$ cat src/rtl/fir_pkg.sv
// fir_pkg: shared defaults and width helpers for the FIR MAC accumulator
package fir_pkg;
    localparam int WIDTH_DEF = 16;
    localparam int LENGTH_DEF = 64;
    localparam int CNT_W = 8;
    function automatic int acc_width(input int w);
        return 2 * w + 6;
    endfunction
endpackage

$ cat src/rtl/sreg_ld.sv
// sreg_ld: register with async active-low reset, synchronous clear and load
module sreg_ld #(
    parameter int W = 8
) (
    input  logic         clk,
    input  logic         rst,
    input  logic         clr,
    input  logic         ld,
    input  logic [W-1:0] d,
    output logic [W-1:0] q
);
    // clear wins over load; otherwise hold
    always_ff @(posedge clk or negedge rst)
        if (!rst) q <= '0;
        else if (clr) q <= '0;
        else if (ld) q <= d;
endmodule

$ cat src/rtl/fir_mac_accumulator.sv
// fir_mac_accumulator: product register, wrapping accumulator and tap counter
module fir_mac_accumulator
    import fir_pkg::*;
#(
    parameter int WIDTH = WIDTH_DEF,
    parameter int LENGTH = LENGTH_DEF,
    localparam int ACC_W = acc_width(WIDTH)
) (
    input  logic               clk,
    input  logic               rst,
    input  logic               prod_ld,
    input  logic [2*WIDTH-1:0] prod_in,
    input  logic               acc_clr,
    input  logic               acc_ld,
    input  logic               cnt_clr,
    input  logic               cnt_en,
    output logic [CNT_W-1:0]   count,
    output logic               cnt_last,
    output logic [ACC_W-1:0]   acc_out,
    output logic [ACC_W-1:0]   fir_out
);
    localparam logic [CNT_W-1:0] LAST = CNT_W'(LENGTH - 1);
    logic [ACC_W-1:0] prod_ext, prod_q, sum;
    assign prod_ext = {{(ACC_W-2*WIDTH){prod_in[2*WIDTH-1]}}, prod_in};
    assign sum = acc_out + prod_q;
    assign fir_out = {acc_out[ACC_W-1], acc_out[ACC_W-1:1]};
    assign cnt_last = count == LAST;
    sreg_ld #(.W(ACC_W)) u_prod (
        .clk(clk), .rst(rst), .clr(1'b0), .ld(prod_ld), .d(prod_ext), .q(prod_q)
    );
    sreg_ld #(.W(ACC_W)) u_acc (
        .clk(clk), .rst(rst), .clr(acc_clr), .ld(acc_ld), .d(sum), .q(acc_out)
    );
    // tap counter: clear beats enable, wraps after the last tap
    always_ff @(posedge clk or negedge rst)
        if (!rst) count <= '0;
        else if (cnt_clr) count <= '0;
        else if (cnt_en) count <= cnt_last ? '0 : count + 1'b1;
endmodule

$ cat config.mk
export PLATFORM = sky130hd
export DESIGN_NAME = fir_mac_accumulator
export DESIGN_NICKNAME = d
export VERILOG_FILES = /design/src/rtl/fir_pkg.sv /design/src/rtl/sreg_ld.sv /design/src/rtl/fir_mac_accumulator.sv
export SDC_FILE = /design/constraint.sdc
export NUM_CORES = 1
export LEC_CHECK = 0
export ABC_AREA = 0
export BUFFER_PORTS_ARGS = -buffer_cell sky130_fd_sc_hd__buf_2
export CORE_MARGIN = 2
export CORE_UTILIZATION = 50
export DETAILED_ROUTE_END_ITERATION = 16
export PLACE_DENSITY = 0.75
export SLEW_MARGIN = 15
export SYNTH_ARGS = -nofsm -noshare
export SYNTH_HDL_FRONTEND = slang
export SYNTH_SLANG_ARGS = --single-unit
$ cat constraint.sdc
create_clock -name clk -period 7.4 [get_ports clk]
set_input_delay 1.11 -clock clk [delete_from_list [all_inputs] [get_ports clk]]
set_output_delay 1.11 -clock clk [all_outputs]
set_load 0.02 [all_outputs]
==> flow_results.xml <==
<?xml version="1.0" encoding="UTF-8"?>
<metrics>
  <group name="grt">
    <metric name="antenna_violations_before_repair" unit="">0</metric>
    <metric name="grt_start_max_net_pins" unit="">79</metric>
    <metric name="globalRoute.totalOverflow" unit="">0</metric>
    <metric name="gr-usage-all-layers" unit="">0.224</metric>
    <metric name="grt_pass1_wl" unit="um">20400</metric>
    <metric name="grt_pass1_vias" unit="">4295</metric>
  </group>
  <group name="clocking">
    <metric name="post_cts_resize_count" unit="">0</metric>
    <metric name="clock_tree.buffer_depth" unit="">2</metric>
    <metric name="cts.sink_count" unit="">78</metric>
    <metric name="ctsRootBufferMaster" unit="">sky130_fd_sc_hd__clkbuf_8</metric>
    <metric name="cts_setup_buffers" unit="">0</metric>
    <metric name="cts_htree_levels" unit="">3</metric>
    <metric name="clock_latency" unit="ps">370</metric>
    <metric name="cts_tree" unit="">done</metric>
    <metric name="cts_hold_buffers" unit="">0</metric>
    <metric name="cts.clk_slew.worst_paths" unit="ps">90</metric>
    <metric name="cts_buffers" unit="">9</metric>
  </group>
  <group name="power">
    <metric name="cellPowerDensity" unit="nW/um^2">295</metric>
    <metric name="power.internal" unit="mW">0.988</metric>
    <metric name="power.combinational.fraction" unit="">0.487</metric>
    <metric name="p_switching" unit="mW">0.762</metric>
    <metric name="totalPowerFinal" unit="mW">1.75</metric>
    <metric name="seq_power_share" unit="">0.321</metric>
    <metric name="p_clk_frac" unit="">0.192</metric>
    <metric name="p_leak" unit="nW">3.09</metric>
    <metric name="p_sw_frac" unit="">0.435</metric>
    <metric name="peakVddDrop" unit="uV">161</metric>
  </group>
  <group name="timing">
    <metric name="hold_viol_final" unit="">0</metric>
    <metric name="post-route-min-period" unit="ps">3160</metric>
    <metric name="totalNegativeSetupSlack" unit="ps">0</metric>
    <metric name="final-max-slew-violation-count" unit="">0</metric>
    <metric name="setup_viol" unit="">0</metric>
    <metric name="fin_hold_ws" unit="ps">522</metric>
    <metric name="max_slew_margin" unit="">0.337</metric>
    <metric name="worst_clock_skew" unit="ps">10.3</metric>
    <metric name="final_min_period_over_clock_period" unit="">0.428</metric>
    <metric name="rsz0062_at_grt" unit="">no</metric>
    <metric name="worst_pin_slew" unit="ps">994</metric>
    <metric name="clock.fmax" unit="MHz">316</metric>
  </group>
  <group name="floorplan">
    <metric name="design.die.area" unit="um^2">11500</metric>
    <metric name="boundaryPins" unit="">124</metric>
    <metric name="std_cell_rows" unit="">37</metric>
    <metric name="dieWidth" unit="um">107</metric>
    <metric name="floorplan.initialDensity" unit="">0.515</metric>
    <metric name="design.core.area" unit="um^2">10300</metric>
    <metric name="fp.dieH" unit="um">107</metric>
  </group>
  <group name="synthesis">
    <metric name="cell_types_occupying_the_most_area_after_synthesis" unit="">sky130_fd_sc_hd__dfrtp_1, sky130_fd_sc_hd__ha_1, sky130_fd_sc_hd__mux2_2</metric>
    <metric name="synth.ff_latch_count" unit="">78</metric>
    <metric name="synth_cell_type_count" unit="">60</metric>
    <metric name="synth_most_common_cell" unit="">sky130_fd_sc_hd__dfrtp_1</metric>
    <metric name="synth_enable_flop_cells" unit="">0</metric>
    <metric name="netlist.top_cell.by_area" unit="">sky130_fd_sc_hd__dfrtp_1</metric>
    <metric name="synth_top_area_frac" unit="">0.367</metric>
    <metric name="yosys-top-cells-count" unit="">sky130_fd_sc_hd__dfrtp_1, sky130_fd_sc_hd__nor2_1, sky130_fd_sc_hd__a21oi_1</metric>
    <metric name="post_synth.cell_area_avg" unit="um^2">9.41</metric>
    <metric name="yosys_most_used_dff" unit="">sky130_fd_sc_hd__dfrtp_1</metric>
    <metric name="mappedNetlistArea" unit="um^2">5320</metric>
    <metric name="synth_fp_nets" unit="">643</metric>
    <metric name="synthesis.yosys.warnings" unit="">0</metric>
    <metric name="seq_area_frac_synth" unit="">0.367</metric>
    <metric name="synthCells" unit="">565</metric>
    <metric name="synth_async_sr_flop_share" unit="">1.00</metric>
  </group>
  <group name="worst_setup_path">
    <metric name="critical_path_buf_inv_count" unit="">0</metric>
    <metric name="cpMaxStageDelayCell" unit="">sky130_fd_sc_hd__a41oi_1</metric>
    <metric name="cp_top_family" unit="">compound AO/OA/AOI/OAI gates</metric>
    <metric name="crit_path_max_fanout" unit="">8</metric>
    <metric name="reg2reg_depth" unit="">10</metric>
    <metric name="timing.rr.start" unit="">u_acc.q[12]$_DFFE_PN0P_</metric>
    <metric name="critical-path-top-cell-by-count" unit="">sky130_fd_sc_hd__nor3_1</metric>
    <metric name="regToRegEndpoint" unit="">u_acc.q[33]$_DFFE_PN0P_</metric>
    <metric name="worstPathCellList" unit="">ha_1 &gt; a21oi_1 &gt; o21ai_0 &gt; a221oi_1 &gt; a31oi_1 &gt; a41oi_1 &gt; nor3_1 &gt; nor3_1 &gt; xor2_1 &gt; o21ai_1</metric>
    <metric name="reg2reg_setup_slack" unit="ps">4240</metric>
    <metric name="crit_arrival" unit="ps">3390</metric>
    <metric name="cp_data_required_time" unit="ps">7630</metric>
    <metric name="largest_incremental_delay_on_the_critical_path" unit="ps">480</metric>
    <metric name="endpoint_kind" unit="">flop</metric>
    <metric name="critical_path.startpoint_type" unit="">flop</metric>
    <metric name="worst-setup-path-type" unit="">flop to flop</metric>
  </group>
  <group name="finish">
    <metric name="final_util" unit="">0.575</metric>
    <metric name="fillCellCount" unit="">937</metric>
    <metric name="layout-area-overhead-vs-synth" unit="%">11.5</metric>
    <metric name="diodes" unit="">0</metric>
    <metric name="post_route_cells_drive_above_1_share" unit="">0.271</metric>
    <metric name="design_area" unit="um^2">5930</metric>
    <metric name="numnets_final" unit="">714</metric>
  </group>
  <group name="routing">
    <metric name="drt-initial-drc-count" unit="">209</metric>
    <metric name="drtAntennaViolNets" unit="">0</metric>
    <metric name="drt_drc_violations_left" unit="">0</metric>
    <metric name="route.final.wire_length" unit="um">12400</metric>
    <metric name="detail_route.vias_per_cell" unit="">5.76</metric>
    <metric name="num_vias" unit="">4478</metric>
    <metric name="drt-pass1-iter-count" unit="">4</metric>
    <metric name="avg_wl_per_cell" unit="um">16.0</metric>
  </group>
  <group name="placement">
    <metric name="dpl-instance-area" unit="um^2">5720</metric>
    <metric name="buffer_ports.inserted" unit="">123</metric>
    <metric name="gpl.final_weighted_congestion" unit="">0.949</metric>
    <metric name="post_dp_hpwl" unit="um">9100</metric>
  </group>
  <group name="worst_hold_path">
    <metric name="hold_class" unit="">flop to flop</metric>
    <metric name="hold-path-cell-count" unit="">1</metric>
    <metric name="min_from" unit="">u_prod.q[29]$_DFFE_PN0P_</metric>
    <metric name="whs_endpoint" unit="">u_prod.q[29]$_DFFE_PN0P_</metric>
  </group>
  <group name="job">
    <metric name="drv.max_cap_violation_count" unit="">0</metric>
  </group>
  <group name="run_status">
    <metric name="outcome" unit="">finished clean</metric>
  </group>
</metrics>
==> stage by stage <==
step,setup WS [ps],std cells
floorplan,4510,565
global placement,4270,761
detailed placement,4180,761
CTS,4300,777
global route,3980,777
finish,4240,777
==> worst register-to-register path: stages (launching register included) <==
cell	delay, ps
sky130_fd_sc_hd__dfrtp_1	420
sky130_fd_sc_hd__ha_1	420
sky130_fd_sc_hd__a21oi_1	260
sky130_fd_sc_hd__o21ai_0	140
sky130_fd_sc_hd__a221oi_1	430
sky130_fd_sc_hd__a31oi_1	170
sky130_fd_sc_hd__a41oi_1	490
sky130_fd_sc_hd__nor3_1	150
sky130_fd_sc_hd__nor3_1	280
sky130_fd_sc_hd__xor2_1	190
sky130_fd_sc_hd__o21ai_1	100
==> how the worst max path moves through the flow <==
| stage | start | slack [ps] | to | cells after the start |
|---|---|---|---|---|
| CTS | u_acc.q[0]$_DFFE_PN0P_ | 4300 | u_acc.q[36]$_DFFE_PN0P_ | 12 |
| floorplan | u_acc.q[0]$_DFFE_PN0P_ | 4510 | u_acc.q[36]$_DFFE_PN0P_ | 12 |
| global placement | acc_ld | 4270 | u_acc.q[37]$_DFFE_PN0P_ | 6 |
| finish | u_acc.q[12]$_DFFE_PN0P_ | 4240 | u_acc.q[33]$_DFFE_PN0P_ | 10 |
| global route | u_acc.q[12]$_DFFE_PN0P_ | 3980 | u_acc.q[31]$_DFFE_PN0P_ | 10 |
| detailed placement | acc_ld | 4180 | u_acc.q[37]$_DFFE_PN0P_ | 6 |
==> layout by cell type, fill, tap and decap left out, types with 10 or more instances in the layout <==
master / synthesis / routed
sky130_fd_sc_hd__nand3_1: 19 / 19
sky130_fd_sc_hd__nand4_1: 11 / 11
sky130_fd_sc_hd__dfrtp_1: 78 / 78
sky130_fd_sc_hd__buf_2: 3 / 122
sky130_fd_sc_hd__clkbuf_8: 0 / 10
sky130_fd_sc_hd__xnor2_1: 16 / 16
sky130_fd_sc_hd__nor3_1: 13 / 13
sky130_fd_sc_hd__a21o_1: 17 / 17
sky130_fd_sc_hd__nand2_1: 32 / 32
sky130_fd_sc_hd__mux2_2: 31 / 31
sky130_fd_sc_hd__mux2i_1: 21 / 21
sky130_fd_sc_hd__o21ai_0: 18 / 18
sky130_fd_sc_hd__inv_1: 13 / 13
sky130_fd_sc_hd__a21oi_1: 39 / 39
sky130_fd_sc_hd__xor2_1: 17 / 17
sky130_fd_sc_hd__ha_1: 38 / 38
sky130_fd_sc_hd__nor2_1: 60 / 60
==> state kept, by name, summed over array words and instances (netlist names) <==
| signal | flops |
|---|---|
| u_acc.q | 38 |
| u_prod.q | 32 |
| count | 8 |
==> layer usage <==
layer / global-route usage / vias to the layer above / wire, um
met5: 0 / - / 0
met4: 0.0863 / 0 / 204
met3: 0.0395 / 20 / 705
met2: 0.387 / 162 / 6160
met1: 0.279 / 2145 / 5360
li1: - / 2151 / -
==> power by group through the flow <==
stage	clock network [mW]	registers, mW	logic, mW
6_report	0.336	0.561	0.853
3_3_place_gp	0	0.565	0.825
4_1_cts	0.342	0.562	0.850
5_1_grt	0.367	0.573	0.934
3_5_place_dp	0	0.570	0.843
2_1_floorplan	0	0.614	0.631
==> kinds of logic after synthesis <==
logic type	count (synthesis)	synth area share
AOI/OAI and AO/OA	124	0.154
xor gates and xnor gates	33	0.0543
adders and majority gates	39	0.0932
buffers and inverters	76	0.0812
DFF	78	0.367
muxes	53	0.107
and+or+nand+nor	162	0.143
==> area by class of cell <==
cell class	count	area, um^2	area share
flip-flops and latches	78	1950	0.329
well taps	136	170	0.0287
repair buffers	123	618	0.104
inverters	13	48.8	0.00823
clock buffers	10	138	0.0232
clock inverters	6	70.1	0.0118
multi-input cells	411	2940	0.495
Note: power is estimated with default switching activity, not from simulation.
